[src/rtl/uart_pkg.sv]
// rtl/uart_pkg.sv - shared types and constants for the memory-mapped UART transmitter
// Holds the transmit FSM state type, the register offsets within the 8-byte
// window and the bit positions of the STATUS word.
package uart_pkg;

  typedef enum logic [1:0] {
    TX_IDLE  = 2'd0,
    TX_START = 2'd1,
    TX_DATA  = 2'd2,
    TX_STOP  = 2'd3
  } tx_state_e;

  localparam logic [2:0] OFF_TXDATA = 3'h0;
  localparam logic [2:0] OFF_STATUS = 3'h4;

  localparam int unsigned STAT_FULL    = 0;
  localparam int unsigned STAT_EMPTY   = 1;
  localparam int unsigned STAT_BUSY    = 2;
  localparam int unsigned STAT_OVF     = 3;
  localparam int unsigned STAT_CNT_LSB = 4;
  localparam int unsigned STAT_CNT_MSB = 8;

endpackage

[src/rtl/sync_fifo.sv]
// rtl/sync_fifo.sv - synchronous circular-buffer FIFO with occupancy count
// Ports:
//   clk_i, rst_ni       clock, asynchronous active-low reset
//   push_i, wdata_i     enqueue request and data (ignored when full)
//   pop_i, rdata_o      dequeue request (ignored when empty); rdata_o is the head
//   full_o, empty_o     occupancy flags, valid before the edge
//   count_o             number of stored entries
module sync_fifo #(
  parameter int WIDTH = 8,
  parameter int DEPTH = 8
) (
  input  logic                   clk_i,
  input  logic                   rst_ni,
  input  logic                   push_i,
  input  logic [WIDTH-1:0]       wdata_i,
  input  logic                   pop_i,
  output logic [WIDTH-1:0]       rdata_o,
  output logic                   full_o,
  output logic                   empty_o,
  output logic [$clog2(DEPTH):0] count_o
);

  localparam int AW = $clog2(DEPTH);
  localparam logic [AW:0] FULL_COUNT = DEPTH[AW:0];
  localparam logic [AW:0] ONE        = {{AW{1'b0}}, 1'b1};

  logic [WIDTH-1:0] mem_q [DEPTH];
  logic [AW:0]      wr_ptr_q, wr_ptr_d;
  logic [AW:0]      rd_ptr_q, rd_ptr_d;
  logic [AW:0]      count_q, count_d;
  logic             do_push, do_pop;

  assign full_o  = (count_q == FULL_COUNT);
  assign empty_o = (count_q == '0);
  assign count_o = count_q;
  assign rdata_o = mem_q[rd_ptr_q[AW-1:0]];

  // Full/empty are pre-edge, so a push while full is dropped even if a pop
  // frees a slot in the same cycle.
  assign do_push = push_i && !full_o;
  assign do_pop  = pop_i && !empty_o;

  always_comb begin
    wr_ptr_d = wr_ptr_q;
    rd_ptr_d = rd_ptr_q;
    count_d  = count_q;
    if (do_push) wr_ptr_d = wr_ptr_q + ONE;
    if (do_pop)  rd_ptr_d = rd_ptr_q + ONE;
    if (do_push && !do_pop)      count_d = count_q + ONE;
    else if (do_pop && !do_push) count_d = count_q - ONE;
  end

  always_ff @(posedge clk_i) begin
    if (do_push) mem_q[wr_ptr_q[AW-1:0]] <= wdata_i;
  end

  always_ff @(posedge clk_i or negedge rst_ni) begin
    if (!rst_ni) begin
      wr_ptr_q <= '0;
      rd_ptr_q <= '0;
      count_q  <= '0;
    end else begin
      wr_ptr_q <= wr_ptr_d;
      rd_ptr_q <= rd_ptr_d;
      count_q  <= count_d;
    end
  end

endmodule

[src/rtl/mmio_uart_tx.sv]
// rtl/mmio_uart_tx.sv - memory-mapped 8N1 UART transmitter on the CPU data bus
// Ports:
//   clk, reset          clock, asynchronous active-low reset
//   memAddress          CPU byte address; window is BASE_ADDR..BASE_ADDR+7
//   memWriteData        CPU store data
//   memWrite, byteMask  store strobe and byte-lane enables
//   memReadData         registered read data (STATUS at +4, 0 otherwise)
//   sel_q               registered hit flag for the top-level read mux
//   tx                  serial output, idles high
module mmio_uart_tx
  import uart_pkg::*;
#(
  parameter logic [31:0] BASE_ADDR    = 32'h0001_0000,
  parameter int          CLKS_PER_BIT = 104,
  parameter int          FIFO_DEPTH   = 8
) (
  input  logic        clk,
  input  logic        reset,
  input  logic [31:0] memAddress,
  input  logic [31:0] memWriteData,
  input  logic        memWrite,
  input  logic [3:0]  byteMask,
  output logic [31:0] memReadData,
  output logic        sel_q,
  output logic        tx
);

  localparam int CW = $clog2(FIFO_DEPTH) + 1;
  localparam int BW = $clog2(CLKS_PER_BIT);
  localparam logic [BW-1:0] BAUD_LAST = BW'(CLKS_PER_BIT - 1);
  localparam logic [BW-1:0] BAUD_ONE  = BW'(1);

  logic          hit, wr_txdata, wr_status, sel_d;
  logic [2:0]    offset;
  logic [31:0]   status, rdata_q, rdata_d;
  logic          ovf_q, ovf_d;
  logic          fifo_pop, fifo_full, fifo_empty;
  logic [7:0]    fifo_rdata;
  logic [CW-1:0] fifo_count;
  tx_state_e     state_q, state_d;
  logic [BW-1:0] baud_q, baud_d;
  logic [2:0]    bit_q, bit_d;
  logic [7:0]    shift_q, shift_d;
  logic          tx_q, tx_d;
  logic          baud_end;
  logic          unused_bits;

  assign unused_bits = ^{memWriteData[31:8], byteMask[3:1], memAddress[1:0]};

  // Address bits [1:0] are ignored, so only bit 2 picks the register.
  assign hit       = (memAddress[31:3] == BASE_ADDR[31:3]);
  assign offset    = {memAddress[2], 2'b00};
  assign wr_txdata = hit && memWrite && byteMask[0] && (offset == OFF_TXDATA);
  assign wr_status = hit && memWrite && byteMask[0] && (offset == OFF_STATUS);

  sync_fifo #(
    .WIDTH (8),
    .DEPTH (FIFO_DEPTH)
  ) u_fifo (
    .clk_i   (clk),
    .rst_ni  (reset),
    .push_i  (wr_txdata),
    .wdata_i (memWriteData[7:0]),
    .pop_i   (fifo_pop),
    .rdata_o (fifo_rdata),
    .full_o  (fifo_full),
    .empty_o (fifo_empty),
    .count_o (fifo_count)
  );

  always_comb begin
    status = '0;
    status[STAT_FULL]  = fifo_full;
    status[STAT_EMPTY] = fifo_empty;
    status[STAT_BUSY]  = (state_q != TX_IDLE);
    status[STAT_OVF]   = ovf_q;
    status[STAT_CNT_MSB:STAT_CNT_LSB] = 5'(fifo_count);
  end

  assign sel_d   = hit && !memWrite;
  assign rdata_d = (sel_d && (offset == OFF_STATUS)) ? status : '0;

  always_comb begin
    ovf_d = ovf_q;
    if (wr_txdata && fifo_full)                ovf_d = 1'b1;
    else if (wr_status && memWriteData[STAT_OVF]) ovf_d = 1'b0;
  end

  assign baud_end = (baud_q == BAUD_LAST);

  // tx is registered: each transition loads the level of the next bit
  // period, so a frame is exactly ten bit periods from the popping edge.
  always_comb begin
    state_d  = state_q;
    baud_d   = baud_q;
    bit_d    = bit_q;
    shift_d  = shift_q;
    tx_d     = tx_q;
    fifo_pop = 1'b0;
    unique case (state_q)
      TX_IDLE: begin
        if (!fifo_empty) begin
          fifo_pop = 1'b1;
          shift_d  = fifo_rdata;
          tx_d     = 1'b0;
          baud_d   = '0;
          state_d  = TX_START;
        end
      end
      TX_START: begin
        if (baud_end) begin
          tx_d    = shift_q[0];
          shift_d = shift_q >> 1;
          baud_d  = '0;
          bit_d   = '0;
          state_d = TX_DATA;
        end else begin
          baud_d = baud_q + BAUD_ONE;
        end
      end
      TX_DATA: begin
        if (baud_end) begin
          baud_d = '0;
          if (bit_q == 3'd7) begin
            tx_d    = 1'b1;
            state_d = TX_STOP;
          end else begin
            tx_d    = shift_q[0];
            shift_d = shift_q >> 1;
            bit_d   = bit_q + 3'd1;
          end
        end else begin
          baud_d = baud_q + BAUD_ONE;
        end
      end
      TX_STOP: begin
        if (baud_end) begin
          baud_d = '0;
          if (!fifo_empty) begin
            fifo_pop = 1'b1;
            shift_d  = fifo_rdata;
            tx_d     = 1'b0;
            state_d  = TX_START;
          end else begin
            state_d = TX_IDLE;
          end
        end else begin
          baud_d = baud_q + BAUD_ONE;
        end
      end
      default: state_d = TX_IDLE;
    endcase
  end

  always_ff @(posedge clk or negedge reset) begin
    if (!reset) begin
      state_q <= TX_IDLE;
      baud_q  <= '0;
      bit_q   <= '0;
      shift_q <= '0;
      tx_q    <= 1'b1;
      ovf_q   <= 1'b0;
      sel_q   <= 1'b0;
      rdata_q <= '0;
    end else begin
      state_q <= state_d;
      baud_q  <= baud_d;
      bit_q   <= bit_d;
      shift_q <= shift_d;
      tx_q    <= tx_d;
      ovf_q   <= ovf_d;
      sel_q   <= sel_d;
      rdata_q <= rdata_d;
    end
  end

  assign memReadData = rdata_q;
  assign tx          = tx_q;

endmodule
[config.mk]
export PLATFORM = sky130hd
export DESIGN_NAME = mmio_uart_tx
export DESIGN_NICKNAME = d
export VERILOG_FILES = /design/src/rtl/uart_pkg.sv /design/src/rtl/sync_fifo.sv /design/src/rtl/mmio_uart_tx.sv
export SDC_FILE = /design/constraint.sdc
export NUM_CORES = 1
export LEC_CHECK = 0
export CAP_MARGIN = 40
export CELL_PAD_IN_SITES_DETAIL_PLACEMENT = 1
export CELL_PAD_IN_SITES_GLOBAL_PLACEMENT = 1
export CORE_MARGIN = 8
export CORE_UTILIZATION = 45
export DETAILED_ROUTE_END_ITERATION = 12
export PLACE_DENSITY_LB_ADDON = 0.1
export SLEW_MARGIN = 20
export SYNTH_ARGS = -nofsm -noshare
export SYNTH_HDL_FRONTEND = slang
export SYNTH_SLANG_ARGS = --single-unit
export TNS_END_PERCENT = 20
[constraint.sdc]
create_clock -name clk -period 5.4 [get_ports clk]
set_clock_uncertainty 0.15 [all_clocks]
set_input_delay 1.08 -clock clk [delete_from_list [all_inputs] [get_ports clk]]
set_output_delay 1.08 -clock clk [all_outputs]
set_load 0.1 [all_outputs]
==> key figures, run 1 <==
STA
  – Final Critical Period: 3.67 ns
  – Final hold vios: 0
  – Final worst slack: 1.73 ns
  – Setup_tns: 0 ns
  – Worst hold margin: 0.367 ns
  – Slew HR: 44.8%
  – RSZ-0062 raised after global routing: false
  – Least-Margin Pin Slew: 0.825 ns
  – Final setup fails: 0
  – Fin. max-slew vios: 0
  – Final Cycle Share: 67.9%
  – Max Clk Rate: 273 MHz

Finish
  – Final Non-Filler Cells: 558
  – N_diodes: 0
  – Final Instance Area: 6050 sq um
  – Share of cells above drive strength 1: 20.1%
  – Nets@finish: 498
  – Final Util: 55.8%
  – P&R area growth vs syn: 21.3%

Worst setup path
  – Crit path launch: memAddress[23]
  – Crit path max-delay cell type: clkdlybuf4s50_1
  – Crit-path max FO: 7
  – Crit path capture type: flop
  – Crit path launch type: input pin
  – Crit-path max cell delay: 0.41 ns
  – Crit-path cells: clkdlybuf4s50_1 > nor4_2 > nand4_2 > nor4b_4 > ha_1 > inv_1 > ha_1 > a21o_1 > a21oi_1 > mux2i_1 > xnor2_1
  – Critical path type: in -> reg
  – CP Data Required Time: 5.57 ns
  – Reg2reg start: baud_q[3]
  – Most frequent CP cell: ha_1
  – Worst path arrival time: 3.84 ns

Logic synthesis
  – Register bit total from synthesis: 105
  – Synth top area cells: edfxtp_1, dfrtp_1, mux4_2
  – Synthesized cell area: 4990 sq um
  – EDFF count, synth: 64
  – Yosys warns: 0
  – Area leader, netlist: edfxtp_1
  – Cells after Synth: 346
  – Share of Yosys cell area claimed by the top area cell type: 38.5%
  – Most used DFF post-synth: edfxtp_1
  – Seq/Total Area, Yosys: 59.1%
  – Distinct cells, synth: 58
  – Ys async rst share: 39.0%
  – Mean Syn Cell Area: 14.4 sq um

GRT
  – Total Routing Usage GR: 15.2%
  – Largest net degree at the start of global routing: 23
  – Global route hottest layer: met2
  – Met1 usage in global routing: 18.1%
  – Met3 Use GR: 4.84%
  – Antenna violations before repair: 0
  – Vias in the first global route: 3,207
  – First-pass GRT wire length: 17,100 um
  – Met2 Use GR: 25.8%
  – Total gr overflow: 0

Placed design
  – Final GP Congestion: 0.723
  – Placement Cell Area: 5790 sq um
  – Port bufs: 51
  – Post-Place Worst Slack: 1.30 ns
  – Number of placed cells counting well taps: 540
  – Post-DP HPWL: 7770 um

Die
  – Die footprint: 14,700 sq um
  – Die width: 121 um
  – Die Y: 121 um
  – Core footprint: 10,800 sq um
  – Row count: 38
  – Initial Util: 46.0%
  – # IOs: 105

Clocking
  – Max Root-Sink Buffers: 2
  – CTS Hold Bufs: 0
  – Post-CTS sizing: 0
  – Htree depth: 3
  – Clk sinks: 105
  – Clock transition at the registers of the reported paths: 0.10 ns
  – Num CTS Buffers: 9
  – CTS tree: yes
  – Clock Tree Root: clkbuf_8
  – Post-CTS setup buffer count: 0
  – Clk Latency, worst-skew pair: 0.39 ns

Power and ir drop
  – Psw: 388 uW
  – Logic pwr share: 8.2%
  – Max IR drop VDD: 0.218 mV
  – Total power: 1.54 mW
  – Power Internal: 1.16 mW
  – Clock network fraction of design power: 36.6%
  – Power density cells: 255 nW/um^2
  – Static Leakage: 2.21 nW
  – Sw frac: 25.1%
  – Part of the power in registers: 55.2%

Hold path
  – Hold Path Origin: baud_q[0]
  – Worst min path class: reg -> reg

Routing
  – Initial DRC Count: 177
  – Vias per cell: 5.37
  – DRC viols: 0
  – Vias: 2,996
  – WL final: 10,700 um
  – Routed len/inst: 19.2 um
  – Final ANT Viol Nets: 0
  – Drt first pass iters: 4

Run
  – MaxCap Viol Count: 0

Status
  – Outcome: finished, final reports clean
layout by cell type (no fill, tap or decap), types with 3 or more instances in the layout:
master	netlist	final
mux4_2	16	16
nor4_2	7	7
nor2b_1	3	3
conb_1	1	24
nor3_1	6	6
o21ai_1	15	15
a21oi_1	6	6
clkbuf_8	0	9
edfxtp_1	64	64
ha_1	13	13
buf_4	25	5
inv_1	8	8
buf_8	0	8
clkdlybuf4s50_1	0	50
nor2_1	12	12
xnor2_1	4	4
o21ai_0	13	13
xor2_1	3	3
nand2_1	16	16
buf_16	0	5
mux2i_1	10	10
and2_1	8	8
nand3_1	8	8
mux2_2	8	8
o31ai_1	3	3
a21o_1	3	3
dfrtp_1	40	40
cells by family (layout without fill, tap and decap cells):
logic type,after synthesis,count (layout),share of synthesized area (%)
compound gates,55,55,6.77
fa+ha+maj,14,14,3.66
simple gates,83,83,12.1
xor+xnor,7,7,1.23
other cells,1,24,0.0752
buf+inv,45,94,5.52
mux,36,36,11.5
flops,105,105,59.1
worst max-delay path, delay by kind of cell:
family,cells,cell delay [ns]
compound gates,2,0.38
xor+xnor,1,0.13
fa+ha+maj,2,0.51
buf+inv,2,0.50
simple gates,3,0.98
mux,1,0.25
flip-flops by register name, summed over array words and instances, names as in the netlist, 2 cells and up:
| name | count |
|---|---|
| baud_q | 7 |
| state_q | 2 |
| memReadData | 8 |
| u_fifo.count_o | 4 |
| shift_q | 8 |
| u_fifo.rd_ptr_q | 3 |
| u_fifo.wr_ptr_q | 3 |
| u_fifo.mem_q | 64 |
| bit_q | 3 |
power groups by stage:
| stage | Clock, mW | Combinational, mW | Sequential (mW) |
|---|---|---|---|
| after global placement | 0 | 0.123 | 0.870 |
| after CTS | 0.585 | 0.127 | 0.852 |
| after global routing | 0.609 | 0.132 | 0.852 |
| after floorplan | 0 | 0.0912 | 0.870 |
| after detailed placement | 0 | 0.126 | 0.870 |
| final | 0.566 | 0.127 | 0.852 |
layer usage:
layer  up-vias  share of wire [%]
met3        13                4.4
met4         0                1.2
met5         -                  0
li1       1400                  -
met2        58                 52
met1      1525                 43
worst paths after layout:
kind | to | slack [ns] | cells past startpoint
max in group asynchronous | state_q[0] | 4.09 | 2
setup / recovery | u_fifo.count_o[3] | 1.73 | 11
hold reg to reg | baud_q[0] | 0.37 | 1
min in group asynchronous | memReadData[0] | 0.52 | 1
setup reg to reg | u_fifo.count_o[3] | 2.17 | 11
hold / removal | baud_q[0] | 0.37 | 1
cell type report:
type | instances | area, sq um
Fill cell | 1061 | 4790
Sequential cell | 105 | 2950
Multi-Input combinational cell | 219 | 1850
Timing Repair Buffer | 69 | 801
Tap cell | 140 | 175
Clock buffer | 9 | 124
Clock inverter | 7 | 116
Inverter | 9 | 33.8
cell usage after synthesis, types with 3 or more instances:
master and number:
nand2_1 16, and2_1 8, xnor2_1 4, edfxtp_1 64, nor2b_1 3, a21o_1 3, o21ai_1 15, mux2_2 8
nor3_1 6, clkbuf_1 4, dfrtp_1 40, a21oi_1 6, o31ai_1 3, nand3_1 8, xor2_1 3, mux4_2 16
buf_4 25, nor2_1 12, buf_2 4, ha_1 13, inv_1 8, nor4_2 7, mux2i_1 10, o21ai_0 13
Note: power is estimated with default switching activity, not from simulation.
==> run 2: changes to the inputs <==
CORE_UTILIZATION = 38   (was 45)
clock period = 3.03 ns   (was 5.4 ns; I/O delays follow)
==> run 2 against run 1 <==
Worst hold slack worse by 0.34 ns. Die area is 16% higher. Critical path type unchanged. Largest cell class unchanged. Clock power is 100% higher. Sequential share of layout area is 0.75 points lower. Core utilization is 8.7 points lower.
==> key figures, run 2 (synthesis results as in run 1) <==
Worst setup path
  – Crit-path max cell delay: 0.44 ns
  – Critical path type: in -> reg
  – Crit-path max FO: 2
  – Crit path launch: memAddress[18]
  – Crit path max-delay cell type: clkdlybuf4s50_1
  – Top Family by Delay on Critical Path: simple AND/OR/NAND/NOR gates
  – R2R Setup Slk: 0.35 ns
  – Worst path arrival time: 3.02 ns
  – Most frequent CP cell: nor4b_4
  – WP buf/inv: 2
  – Crit path launch type: input pin
  – Reg2reg start: baud_q[0]
  – Crit-path cells: clkdlybuf4s50_1 > nor4b_4 > nand4_4 > nor4b_4 > ha_2 > inv_1 > ha_1 > a21o_1 > a21oi_2 > mux2i_1 > xnor2_1
  – CP Data Required Time: 3.16 ns
  – CP Depth: 11
  – Crit path capture type: flop
  – Reg-to-Reg End: u_fifo.count_o[3]
  – Worst r2r path cells: 12

Power and ir drop
  – Clock network fraction of design power: 40.0%
  – Power Internal: 2.16 mW
  – Max IR drop VDD: 0.337 mV
  – Logic pwr share: 7.8%
  – Static Leakage: 2.38 nW
  – Psw: 752 uW
  – Total power: 2.91 mW
  – Part of the power in registers: 52.2%
  – Sw frac: 25.9%
  – Power density cells: 473 nW/um^2

Routing
  – Routed len/inst: 18.0 um
  – Drt first pass iters: 4
  – DRC viols: 0
  – Initial DRC Count: 109
  – Vias: 3,042
  – WL final: 11,000 um
  – Final ANT Viol Nets: 0
  – Vias per cell: 4.99

Finish
  – Most frequent cells in the layout: edfxtp_1, buf_4, dfrtp_1, clkdlybuf4s50_1, conb_1
  – Share of cells above drive strength 1: 25.8%
  – Largest register FFs: 64
  – Sequential Area: 2950 sq um
  – Final Util: 47.1%
  – Nets@finish: 514
  – Filler cell count in the final layout: 1,362
  – Multi-input gate area: 1870 sq um
  – N_diodes: 0
  – Most common cell after layout, fill and taps aside: edfxtp_1
  – P&R area growth vs syn: 23.2%

GRT
  – Largest net degree at the start of global routing: 27
  – Total gr overflow: 0
  – Vias in the first global route: 3,418
  – Total Routing Usage GR: 13.9%
  – Antenna violations before repair: 0
  – First-pass GRT wire length: 17,700 um

STA
  – Final Critical Period: 2.89 ns
  – Slew HR: 60.9%
  – Final hold vios: 0
  – Worst hold margin: 0.0250 ns
  – Final setup fails: 0
  – Max Clk Rate: 347 MHz
  – Final Cycle Share: 95.2%
  – Least-Margin Pin Slew: 0.586 ns
  – Final worst slack: 0.144 ns
  – Setup_tns: 0 ns
  – Fin. max-slew vios: 0

Clocking
  – Max Root-Sink Buffers: 2
  – Clk sinks: 105
  – Clock Tree Root: clkbuf_16
  – Htree depth: 3
  – CTS Hold Bufs: 0
  – Num CTS Buffers: 9
  – Clock transition at the registers of the reported paths: 0.07 ns
  – Clk Latency, worst-skew pair: 0.36 ns
  – CTS tree: yes

Hold path
  – Worst min path class: in -> async

Die
  – Core footprint: 13,000 sq um
  – Row count: 42
  – Die width: 131 um
  – Die Y: 131 um
  – Die footprint: 17,000 sq um
  – # IOs: 105
  – Initial Util: 38.3%

Placed design
  – Port bufs: 51
  – Post-Place Worst Slack: -0.380 ns
  – Post-DP HPWL: 8130 um
  – Final GP Congestion: 0.770

Run
  – MaxCap Viol Count: 0

Status
  – Outcome: finished, final reports clean
-- run 2: cell types whose count changed in the layout (fill, tap and decap cells not counted), sizes merged --
cell	before	now
clkdlybuf4s50	50	31
buf	19	45
inv	12	14
bufinv	2	0
dlymetal6s2s	0	9
-- run 2: worst max-delay path by stage --
stage	to	slack [ns]
finish	u_fifo.count_o[3]	0.14
global route	u_fifo.count_o[3]	-0.003
CTS	u_fifo.count_o[3]	0.008
detailed placement	u_fifo.count_o[3]	-0.38
global placement	u_fifo.count_o[3]	-0.33
floorplan	u_fifo.count_o[3]	0.10
-- run 2: repair_timing --
item / CTS / global route
gates resized for setup: 2 / 10
buffers inserted: 2 / 1
hold endpoints to repair: 0 / 0
pin swaps: 4 / 13
endpoints found under the setup margin: 1 / 2
-- run 2: through the flow --
step	area [sq um]	std cells
final	6140	610
after global routing	6140	610
after CTS	6100	609
after detailed placement	5790	591
after global placement	5750	589
after floorplan	5070	369
-- run 2: layout make-up --
cell class	instances	area share (%)
flip-flops and latches	105	48.0
clock inverters	7	1.12
clock buffers	9	3.67
repair buffers	85	12.7
inverters	9	0.550
multi-input cells	219	30.4
well taps	176	3.58
-- run 2: power by group through the flow --
stage / registers, mW / logic, mW / clock network, mW
2_1_floorplan: 1.55 / 0.163 / 0
3_3_place_gp: 1.55 / 0.222 / 0
3_5_place_dp: 1.55 / 0.228 / 0
4_1_cts: 1.52 / 0.229 / 1.20
5_1_grt: 1.52 / 0.237 / 1.25
6_report: 1.52 / 0.226 / 1.16
-- run 2: routing by layer --
metal | part of all wire (%) | vias to the layer above | global-route usage [%]
met1 | 43 | 1532 | 16.2
met5 | 0 | - | 0
li1 | - | 1434 | -
met3 | 5.6 | 9 | 4.46
met4 | 1.5 | 0 | 5.27
met2 | 50 | 67 | 23.3
==> run 3: changes to the inputs <==
CORE_UTILIZATION = 46   (was 38)
DONT_BUFFER_PORTS = 1   (was default)
PLACE_DENSITY = 0.74   (was default)
PLACE_DENSITY_LB_ADDON = default   (was 0.1)
==> run 3 against run 2 <==
Fmax increased by 3.0%. Sequential share of layout area increased by 6.6 points. Via count decreased by 6.5%. Register-to-register slack got worse by 0.12 ns. Non-clock buffer count decreased by 64. Sequential power about the same. Setup slack improved by 0.085 ns. Worst hold slack improved by 0.12 ns. Largest cell class unchanged.
==> key figures, run 3 (synthesis results as in run 1) <==
Status
  – Outcome: finished, final reports clean

Finish
  – Final Instance Area: 5400 sq um
  – N_diodes: 0
  – Final Non-Filler Cells: 510
  – Share of cells above drive strength 1: 23.5%
  – Nets@finish: 450
  – Most common cell after layout, fill and taps aside: edfxtp_1
  – Final Util: 50.5%
  – P&R area growth vs syn: 8.33%
  – Most frequent cells in the layout: edfxtp_1, dfrtp_1, conb_1, buf_4
  – Largest register FFs: 64

Placed design
  – Post-DP HPWL: 7300 um
  – Final GP Congestion: 0.774
  – Placement Cell Area: 5150 sq um
  – Port bufs: 0
  – Number of placed cells counting well taps: 492
  – Post-Place Worst Slack: -0.000633 ns

Worst setup path
  – Crit path capture type: flop
  – Worst r2r path cells: 12
  – Crit-path max FO: 4
  – Crit path launch type: flop
  – Reg2reg start: baud_q[0]
  – Worst path arrival time: 2.96 ns
  – Critical path type: reg -> reg
  – CP Data Required Time: 3.19 ns
  – Crit path launch: baud_q[0]

Clocking
  – Post-CTS setup buffer count: 0
  – CTS tree: yes
  – Clock transition at the registers of the reported paths: 0.10 ns
  – Clock Tree Root: clkbuf_8
  – Num CTS Buffers: 9
  – Clk Latency, worst-skew pair: 0.39 ns
  – Clk sinks: 105
  – Max Root-Sink Buffers: 2
  – Htree depth: 3

Routing
  – Drt first pass iters: 4
  – DRC viols: 0
  – Final ANT Viol Nets: 0
  – Routed len/inst: 20.3 um
  – Vias: 2,843
  – Vias per cell: 5.57
  – WL final: 10,300 um
  – Initial DRC Count: 180

Die
  – Initial Util: 46.6%
  – Die footprint: 14,400 sq um
  – Row count: 38
  – Die width: 120 um
  – Core footprint: 10,700 sq um
  – # IOs: 105
  – Die Y: 120 um

Power and ir drop
  – Total power: 2.55 mW
  – Power density cells: 471 nW/um^2
  – Max IR drop VDD: 0.287 mV
  – Static Leakage: 1.97 nW

STA
  – Final hold vios: 0
  – Fin. max-slew vios: 0
  – Setup_tns: 0 ns
  – Final setup fails: 0
  – Max Clk Rate: 357 MHz
  – Final Cycle Share: 92.4%
  – Final Critical Period: 2.80 ns
  – Least-Margin Pin Slew: 0.886 ns
  – Final worst slack: 0.230 ns
  – Worst hold margin: 0.144 ns
  – Slew HR: 41.0%
  – RSZ-0062 raised after global routing: false

GRT
  – Total gr overflow: 0
  – First-pass GRT wire length: 16,900 um
  – Largest net degree at the start of global routing: 42
  – Antenna violations before repair: 0
  – Total Routing Usage GR: 14.9%
  – Vias in the first global route: 3,190

Hold path
  – Hold Path Origin: memWrite
  – WHS Path Cells: 1
  – Worst min path class: in -> reg

Run
  – MaxCap Viol Count: 0
[run 3: path summary, 6_finish.rpt]
path / end / slack [ns]
hold reg to reg: memReadData[3] / 0.36
setup / recovery: u_fifo.count_o[3] / 0.23
max in group asynchronous: tx / 1.91
min in group asynchronous: bit_q[1] / 0.55
hold / removal: sel_q / 0.14
setup reg to reg: u_fifo.count_o[3] / 0.23
[run 3: worst max-delay path: stages (launching register included)]
cell and delay, ns:
dfrtp_1 0.42, ha_1 0.26, and3_1 0.21, a31oi_2 0.24, nor3_2 0.08, inv_1 0.07, ha_1 0.18, inv_1 0.10
ha_1 0.29, a21o_1 0.18, a21oi_1 0.17, mux2i_1 0.25, xnor2_1 0.13
[run 3: cell type report]
class                           instances  area (sq um)
Clock inverter                          7          80.1
Multi-Input combinational cell        219          1860
Fill cell                            1061          5300
Clock buffer                            9           124
Sequential cell                       105          2950
Inverter                                9          33.8
Timing Repair Buffer                   21           180
Tap cell                              140           175
[run 3: what timing repair did]
action	CTS	global route
setup endpoints to repair	0	1
hold buffers	2	0
endpoints found under the hold margin	41	0
resized for setup	0	2
[run 3: per-layer routing]
layer  global-route usage, %  up-vias  wire length [um]
met5                       0        -                 0
met4                    5.54        0               142
met3                    3.66       11               673
met2                    25.3       97              5230
met1                    18.1     1436              4310
li1                        -     1299                 -
[run 3: report_power, final]
| part | switching (mW) | internal (mW) | total [mW] |
|---|---|---|---|
| sequential | 0.00000000599 | 1.52 | 1.52 |
| combinational | 0.146 | 0.0105 | 0.157 |
| clock | 0.541 | 0.328 | 0.869 |
| total | 0.687 | 1.86 | 2.55 |
